[src/rtl/dec_pkg.sv]
// Shared decoder types: codeword width encoding and bytes-per-codeword helper.
// Width 2'b11 is not an enum member but aliases 32-bit, matching the decoder's bit-1 priority.
package dec_pkg;

    localparam int CW_MAX_W = 32;

    typedef enum logic [1:0] {
        W8  = 2'b00,
        W16 = 2'b01,
        W32 = 2'b10
    } cw_width_t;

    function automatic logic [2:0] bytes_per_cw(input cw_width_t w);
        case (w)
            W8:      return 3'd1;
            W16:     return 3'd2;
            default: return 3'd4;
        endcase
    endfunction

endpackage

[src/rtl/dec_cw_out_slot.sv]
// Single-entry valid/ready register for a codeword and its width; latency 1 cycle from load.
// Holds contents stable while cw_valid && !cw_ready; space allows drain and load on one edge.
module dec_cw_out_slot
    import dec_pkg::*;
(
    input  logic                clk,
    input  logic                rst_n,
    input  logic                load,
    input  logic [CW_MAX_W-1:0] load_cw,
    input  logic [1:0]          load_width,
    output logic [CW_MAX_W-1:0] codeword,
    output logic [1:0]          codeword_width,
    output logic                cw_valid,
    input  logic                cw_ready,
    output logic                space
);

    assign space = !cw_valid || cw_ready;

    always_ff @(posedge clk) begin
        if (!rst_n) begin
            codeword       <= '0;
            codeword_width <= '0;
            cw_valid       <= 1'b0;
        end else if (load) begin
            codeword       <= load_cw;
            codeword_width <= load_width;
            cw_valid       <= 1'b1;
        end else if (cw_ready) begin
            cw_valid       <= 1'b0;
        end
    end

endmodule

[src/rtl/dec_codeword_assembler.sv]
// Assembles LSB-first bytes into 8/16/32-bit codewords; output valid 1 cycle after the last byte.
// in_ready drops only when the final byte of a codeword would hit a full, stalled output slot.
module dec_codeword_assembler
    import dec_pkg::*;
#(
    parameter int CNT_W = 16
) (
    input  logic                clk,
    input  logic                rst_n,
    input  logic [1:0]          cfg_width,
    input  logic [7:0]          in_byte,
    input  logic                in_valid,
    input  logic                in_last,
    output logic                in_ready,
    output logic [CW_MAX_W-1:0] codeword,
    output logic [1:0]          codeword_width,
    output logic                cw_valid,
    input  logic                cw_ready,
    output logic [CNT_W-1:0]    cw_count,
    output logic [CNT_W-1:0]    drop_count
);

    logic [1:0]          cnt;
    logic [1:0]          lat_width;
    logic [CW_MAX_W-1:0] asm_q;
    logic [CW_MAX_W-1:0] asm_next;
    logic [1:0]          eff_width;
    logic [2:0]          n_bytes;
    logic                last_byte;
    logic                accept;
    logic                complete;
    logic                drop;
    logic                slot_space;

    // The first byte of a codeword uses cfg_width directly; later bytes use the latched copy.
    assign eff_width = (cnt == 2'd0) ? cfg_width : lat_width;
    assign n_bytes   = bytes_per_cw(cw_width_t'(eff_width));
    assign last_byte = ({1'b0, cnt} == (n_bytes - 3'd1));

    assign in_ready  = rst_n && !(last_byte && !slot_space);
    assign accept    = in_valid && in_ready;
    assign complete  = accept && last_byte;
    assign drop      = accept && in_last && !last_byte;
    assign asm_next  = asm_q | (CW_MAX_W'(in_byte) << {cnt, 3'b000});

    always_ff @(posedge clk) begin
        if (!rst_n) begin
            cnt        <= '0;
            lat_width  <= '0;
            asm_q      <= '0;
            cw_count   <= '0;
            drop_count <= '0;
        end else begin
            if (accept && cnt == 2'd0) begin
                lat_width <= cfg_width;
            end
            if (complete || drop) begin
                cnt   <= '0;
                asm_q <= '0;
            end else if (accept) begin
                cnt   <= cnt + 2'd1;
                asm_q <= asm_next;
            end
            if (cw_valid && cw_ready) begin
                cw_count <= cw_count + CNT_W'(1);
            end
            if (drop) begin
                drop_count <= drop_count + CNT_W'(1);
            end
        end
    end

    dec_cw_out_slot u_out_slot (
        .clk            (clk),
        .rst_n          (rst_n),
        .load           (complete),
        .load_cw        (asm_next),
        .load_width     (eff_width),
        .codeword       (codeword),
        .codeword_width (codeword_width),
        .cw_valid       (cw_valid),
        .cw_ready       (cw_ready),
        .space          (slot_space)
    );

endmodule

[config.mk]
export PLATFORM = sky130hd
export DESIGN_NAME = dec_codeword_assembler
export DESIGN_NICKNAME = d
export VERILOG_FILES = /design/src/rtl/dec_pkg.sv /design/src/rtl/dec_cw_out_slot.sv /design/src/rtl/dec_codeword_assembler.sv
export SDC_FILE = /design/constraint.sdc
export NUM_CORES = 1
export LEC_CHECK = 0
export ABC_AREA = 0
export BUFFER_PORTS_ARGS = -buffer_cell sky130_fd_sc_hd__buf_2
export CAP_MARGIN = 20
export CORE_ASPECT_RATIO = 1.25
export CORE_MARGIN = 3
export CORE_UTILIZATION = 54
export DETAILED_ROUTE_END_ITERATION = 8
export GPL_ROUTABILITY_DRIVEN = 1
export PLACE_DENSITY = 0.79
export SKIP_LAST_GASP = 1
export SYNTH_ARGS = -nofsm -noshare
export SYNTH_HDL_FRONTEND = slang
export SYNTH_SLANG_ARGS = --single-unit
[constraint.sdc]
create_clock -name clk -period 3.4 [get_ports clk]
set_input_delay 0.51 -clock clk [delete_from_list [all_inputs] [get_ports clk]]
set_output_delay 0.51 -clock clk [all_outputs]
set_load 0.01 [all_outputs]
==> flow_summary.yaml, run 1 <==
run_status:
  outcome: "finished, final reports clean"
sta:
  maxSlewHeadroom_pct: 48.98
  timing.hold.ws_ns: 0.4375
  tightest_slew_ns: 0.7617
  maxSlewViolCount: 0
  post-route-period-util_pct: 86.44
  max_freq_mhz: 340.3
  rsz0062_at_grt: "false"
  finalWorstSetupSlack_ns: 0.4610
  setup_viol_count_final: 0
  finalCriticalPeriod_ns: 2.939
  finalSetupTns_ns: 0
  finalHoldViolCount: 0
  fin_worst_skew_ns: 0.009621
synthesis:
  synthTopCellsByArea: "dfxtp_1 (50%), a21oi_1 (9.3%), nor2_1 (7.9%)"
  synth_nets: 503
  ys_types: 43
  syn_area_sq_um: 4155
  synth_edf_count: 0
  yosysMostFrequentCell: "dfxtp_1"
  netlist_instances: 485
  syn_area_per_cell_sq_um: 8.567
  synth_warnings: 0
  ys_ff_latch: 103
  synth_top_cell_area_share_pct: 49.62
  yosys-top-cells-count: "dfxtp_1 (103), nor2_1 (87), a21oi_1 (77), a211oi_1 (34), nand2_1 (27)"
  synthArstFlopShare_pct: 0
  synth-seq-area-share_pct: 49.62
  synth_top_area_cell: "dfxtp_1"
  ys.flop_type: "dfxtp_1"
power_and_ir_drop:
  p_sw_share_pct: 25.10
  ir_drop_mv: 0.3558
  cellPowerDensity_nw_per_um2: 466.5
  finalPower_mw: 2.224
  p_switching_mw: 0.5584
  internal_power_mw: 1.666
  combPwrFrac_pct: 8.8
  power_frac_seq_pct: 56.2
  p_leak_nw: 1.873
  pwr-share-clk_pct: 35.0
clocking:
  clock-sinks: 103
  cts_tree: "done"
  cts_buffers: 9
  clk_transition_reported_paths_ns: 0.09
  cts-root-buf: "clkbuf_8"
  cts-resized-gates: 0
  htree_levels: 3
  hold_buffers: 0
  cts_setup_buffers: 0
  clock_path_buffers: 2
  insertion_delay_ns: 0.36
worst_setup_path:
  critical_path_arrival_ns: 2.43
  critPathKind: "reg -> out"
  slowest_delay_ns: 0.49
  critical_path.cell_chain: "inv_1 > ha_1 > nor3_1 > o21ai_1 > a41oi_1 > buf_2"
  critPathCaptureType: "output port"
  worstPathRequired_ns: 2.89
  critPathBufInv: 2
  cp_top_family: "compound AO/OA/AOI/OAI gates"
  cp_slowest_cell: "dfxtp_1"
  rr_worst_depth: 8
  rrSetupSlack_ns: 0.56
  r2r_end: "u_out_slot.codeword[25]"
  startpoint_type: "flop"
  cp_max_fo: 10
  reg2reg_from: "cnt[0]"
hold_path:
  hold_start: "cfg_width[0]"
  hold-path-cell-count: 3
  worst_hold_path_type: "in -> reg"
  min_to: "lat_width[0]"
die:
  io_pins: 83
  die_area_sq_um: 8790
  row_count: 35
  die_y_um: 104.1
  initial_core_util_pct: 55.82
  core-area_sq_um: 7445
  fp.dieW_um: 84.46
global_route:
  grt_pass1_vias: 3380
  grt.overflow.total: 0
  antenna_found_initial: 0
  grt_usage_pct: 21.57
  grt_pass1_wl_um: 15860
  grt_max_degree: 70
detailed_routing:
  wire_per_inst_um: 14.27
  routed_via_density: 5.580
  drt-total-wl_um: 9177
  drtIter0Drc: 171
  drc: 0
  num_vias: 3588
  ant_nets: 0
  first_pass_iters: 4
layout:
  area_growth_pct: 14.75
  drive_gt1_share_pct: 19.96
  fillers: 659
  nNetsFinal: 564
  antennaDiodeCount: 0
  utilization_pct: 64.05
placed_design:
  gp_congestion: 0.8662
  pre_cts_slack_ns: 0.5946
  dp_hpwl_um: 6489
  port_buffers: 82
run:
  cap_violations: 0
==> worst max-delay path by stage <==
stage,startpoint,end,slack [ns],cells past startpoint
finish,cnt[0],in_ready,0.46,6
CTS,cnt[0],in_ready,0.46,6
global route,cnt[0],u_out_slot.codeword[1],0.21,8
detailed placement,cnt[0],u_out_slot.codeword[1],0.59,8
floorplan,cnt[0],drop_count[12],0.93,9
global placement,cnt[0],asm_q[18],0.56,7
==> power groups by stage <==
stage	Clock [mW]	Combinational (mW)	Sequential, mW
global route	0.848	0.217	1.25
CTS	0.798	0.196	1.25
detailed placement	0	0.196	1.28
floorplan	0	0.130	1.29
global placement	0	0.187	1.28
finish	0.779	0.195	1.25
==> final cells by class <==
cell class	count	area (sq um)	share of cell area [%]
Tap cell	92	115.1	2.414
Sequential cell	103	2062	43.24
Timing Repair Buffer	85	440.4	9.236
Clock buffer	10	137.6	2.886
Clock inverter	6	66.31	1.391
Multi-Input combinational cell	337	1909	40.04
Inverter	10	37.54	0.7872
==> stage by stage <==
step	instances	area (sq um)
floorplan	485	4155
global placement	626	4549
detailed placement	627	4564
CTS	643	4768
global route	643	4768
finish	643	4768
==> layout by cell type, fill, tap and decap left out, types with 2 or more instances in the layout <==
| cell | n |
|---|---|
| ha_1 | 3 |
| a211oi_1 | 34 |
| o31a_1 | 2 |
| clkbuf_8 | 10 |
| a21oi_1 | 77 |
| and3_1 | 5 |
| mux2i_1 | 6 |
| or4_1 | 3 |
| xor2_1 | 5 |
| or3_1 | 9 |
| clkinv_2 | 2 |
| and2_1 | 4 |
| nor2_1 | 87 |
| nor3_1 | 6 |
| nand2_1 | 27 |
| nand3_1 | 11 |
| o21ai_0 | 8 |
| o31ai_1 | 3 |
| inv_1 | 9 |
| buf_4 | 2 |
| nor4_1 | 3 |
| a31oi_1 | 5 |
| nand4_1 | 6 |
| inv_6 | 2 |
| nor2b_1 | 2 |
| dfxtp_1 | 103 |
| buf_2 | 82 |
| xnor2_1 | 11 |
| o21a_1 | 3 |
| nand2b_1 | 3 |
==> per-layer routing <==
| metal | global-route usage (%) | vias up | wire (um) |
|---|---|---|---|
| met2 | 36.85 | 96 | 4515 |
| met4 | 6.335 | 0 | 108 |
| li1 | - | 1819 | - |
| met3 | 4.279 | 12 | 543 |
| met1 | 27.48 | 1661 | 4010 |
| met5 | 0 | - | 0 |
==> logic make-up (layout without fill, tap and decap cells) <==
kind of cell    count (synthesis)  in the layout  synth area share (%)
flops                         103            103                 49.62
mux                             7              7                 1.777
xor+xnor                       17             17                 3.764
buf+inv                        45            111                 4.516
compound gates                139            139                 20.39
fa+ha+maj                       3              3                0.9034
simple gates                  171            171                 19.03
==> state kept, by name, summed over array words and instances, names as in the netlist <==
| signal | count |
|---|---|
| cnt | 2 |
| drop_count | 16 |
| cw_count | 16 |
| u_out_slot.codeword | 32 |
| asm_q | 32 |
| u_out_slot.codeword_width | 2 |
| lat_width | 2 |
| u_out_slot.cw_valid | 1 |
==> tightest hold or removal path, delay by kind of cell <==
kind | cells | cell delay, ns
simple gates | 1 | 0.05
mux | 1 | 0.06
buf+inv | 1 | 0.12
(Power assumes the default switching activity.)
==> inputs of run 2 (changes only) <==
REMOVE_ABC_BUFFERS = 1   (was not set)
==> run 2 against run 1 <==
Against the previous run: largest cell class unchanged; fmax rose by 3.9%; non-clock buffer count rose by 1; clock skew rose by 0.0029 ns; combinational power barely moved; wire length fell by 0.54%; largest power group unchanged; final cell count rose by 0.16%; design area barely moved; core utilization barely moved; critical path depth did not move.
==> flow_summary.yaml, run 2 (synthesis results as in run 1) <==
run_status:
  outcome: "finished, final reports clean"
layout:
  fillers: 657
  final_common_cell: "dfxtp_1"
  drive_gt1_share_pct: 20.11
  nNetsFinal: 565
  largestRegisters: "asm_q: 32 flops, u_out_slot.codeword: 32 flops"
  antennaDiodeCount: 0
  utilization_pct: 64.03
  final_cell_mix: "dfxtp_1 (103), nor2_1 (87), buf_2 (82)"
  area_growth_pct: 14.72
sta:
  rsz0062_at_grt: "false"
  fin_worst_skew_ns: 0.01254
  finalHoldViolCount: 0
  maxSlewHeadroom_pct: 43.31
  timing.hold.ws_ns: 0.4041
  maxSlewViolCount: 0
  tightest_slew_ns: 0.8465
  setup_viol_count_final: 0
  post-route-period-util_pct: 83.17
  max_freq_mhz: 353.6
  finalWorstSetupSlack_ns: 0.5721
  finalCriticalPeriod_ns: 2.828
clocking:
  cts_setup_buffers: 0
  cts-resized-gates: 0
  cts_tree: "done"
  clock_path_buffers: 2
  htree_levels: 3
  clock-sinks: 103
  hold_buffers: 0
  clk_transition_reported_paths_ns: 0.11
  cts-root-buf: "clkbuf_8"
  insertion_delay_ns: 0.38
  cts_buffers: 9
detailed_routing:
  drtIter0Drc: 118
  drc: 0
  num_vias: 3620
  wire_per_inst_um: 14.17
  drt-total-wl_um: 9127
  ant_nets: 0
  routed_via_density: 5.621
  first_pass_iters: 4
power_and_ir_drop:
  cellPowerDensity_nw_per_um2: 465.9
  p_switching_mw: 0.6193
  finalPower_mw: 2.221
  power_frac_seq_pct: 56.3
  combPwrFrac_pct: 8.6
  ir_drop_mv: 0.2851
  p_leak_nw: 1.873
  p_sw_share_pct: 27.88
  internal_power_mw: 1.602
  pwr-share-clk_pct: 35.0
hold_path:
  worst_hold_path_type: "in -> reg"
  hold_start: "cfg_width[0]"
  min_to: "lat_width[0]"
  hold-path-cell-count: 3
global_route:
  grt.overflow.total: 0
  grt_usage_pct: 20.91
  grt_pass1_vias: 3306
  grt_max_degree: 64
  grt_pass1_wl_um: 15210
  antenna_found_initial: 0
worst_setup_path:
  cp_top_family: "compound AO/OA/AOI/OAI gates"
  rr_worst_depth: 8
  critPathBufInv: 2
  cp_slowest_cell: "dfxtp_1"
  critical_path.cell_chain: "inv_1 > ha_1 > nor3_1 > o21ai_1 > a41oi_1 > buf_2"
  slowest_delay_ns: 0.48
  cp_max_fo: 10
  critPathKind: "reg -> out"
  reg2reg_from: "cnt[0]"
  r2r_end: "asm_q[26]"
  critical_path_arrival_ns: 2.32
  critPathCaptureType: "output port"
  worstPathRequired_ns: 2.89
  rrSetupSlack_ns: 0.80
  startpoint_type: "flop"
run:
  cap_violations: 0
die:
  core-area_sq_um: 7445
  die_area_sq_um: 8790
  row_count: 35
  fp.dieW_um: 84.46
  die_y_um: 104.1
  io_pins: 83
  initial_core_util_pct: 55.82
placed_design:
  gp_congestion: 0.8222
  port_buffers: 82
  dp_hpwl_um: 6323
  pre_cts_slack_ns: 0.8165
## run 2: changes by cell type in the layout (fill, tap and decap cells not counted), sizes merged
cell and delta:
inv +4, clkbuf -1, clkinv -2, buf +1, bufinv -1
## run 2: power by group through the flow
stage               clock network [mW]  registers, mW  logic, mW
floorplan                            0           1.29      0.109
global placement                     0           1.28      0.188
detailed placement                   0           1.28      0.192
CTS                              0.795           1.25      0.193
global route                     0.834           1.26      0.215
finish                           0.778           1.25      0.192
## run 2: metal layers
metal  vias to the layer above  GRT usage [%]  share of wire (%)
met5                         -              0                  0
met4                         0          11.20                2.7
met1                      1671          26.26                 44
met3                        19          3.249                5.1
li1                       1822              -                  -
met2                       108          34.26                 48
## run 2: final cells by class
type	count	area, sq um	share of cell area [%]
clock buffers	9	123.9	2.598
flip-flops and latches	103	2062	43.25
well taps	92	115.1	2.415
multi-input cells	337	1909	40.05
repair buffers	86	440.4	9.239
inverters	10	37.54	0.7874
clock inverters	7	78.83	1.654
## run 2: worst min-delay path, cell delays in order
cell and delay, ns:
buf_2 0.12, nand2_1 0.05, mux2i_1 0.05
## run 2: how the worst max path moves through the flow
stage           start                      endpoint  slack [ns]  cells past startpoint
2_1_floorplan  cnt[0]  u_out_slot.codeword_width[1]       -0.01                      6
3_3_place_gp   cnt[0]                 drop_count[6]        0.95                      7
5_1_grt        cnt[0]                      in_ready        0.38                      6
3_5_place_dp   cnt[0]                     asm_q[22]        0.82                      8
6_report       cnt[0]                      in_ready        0.57                      6
4_1_cts        cnt[0]                      in_ready        0.58                      6
## run 2: per-stage QoR
step	instance area, sq um	std cells	TNS [ns]
after floorplan	4005	450	-0.02015
after global placement	4564	628	0
after detailed placement	4564	628	0
after CTS	4767	644	0
after global routing	4767	644	0
final	4767	644	0
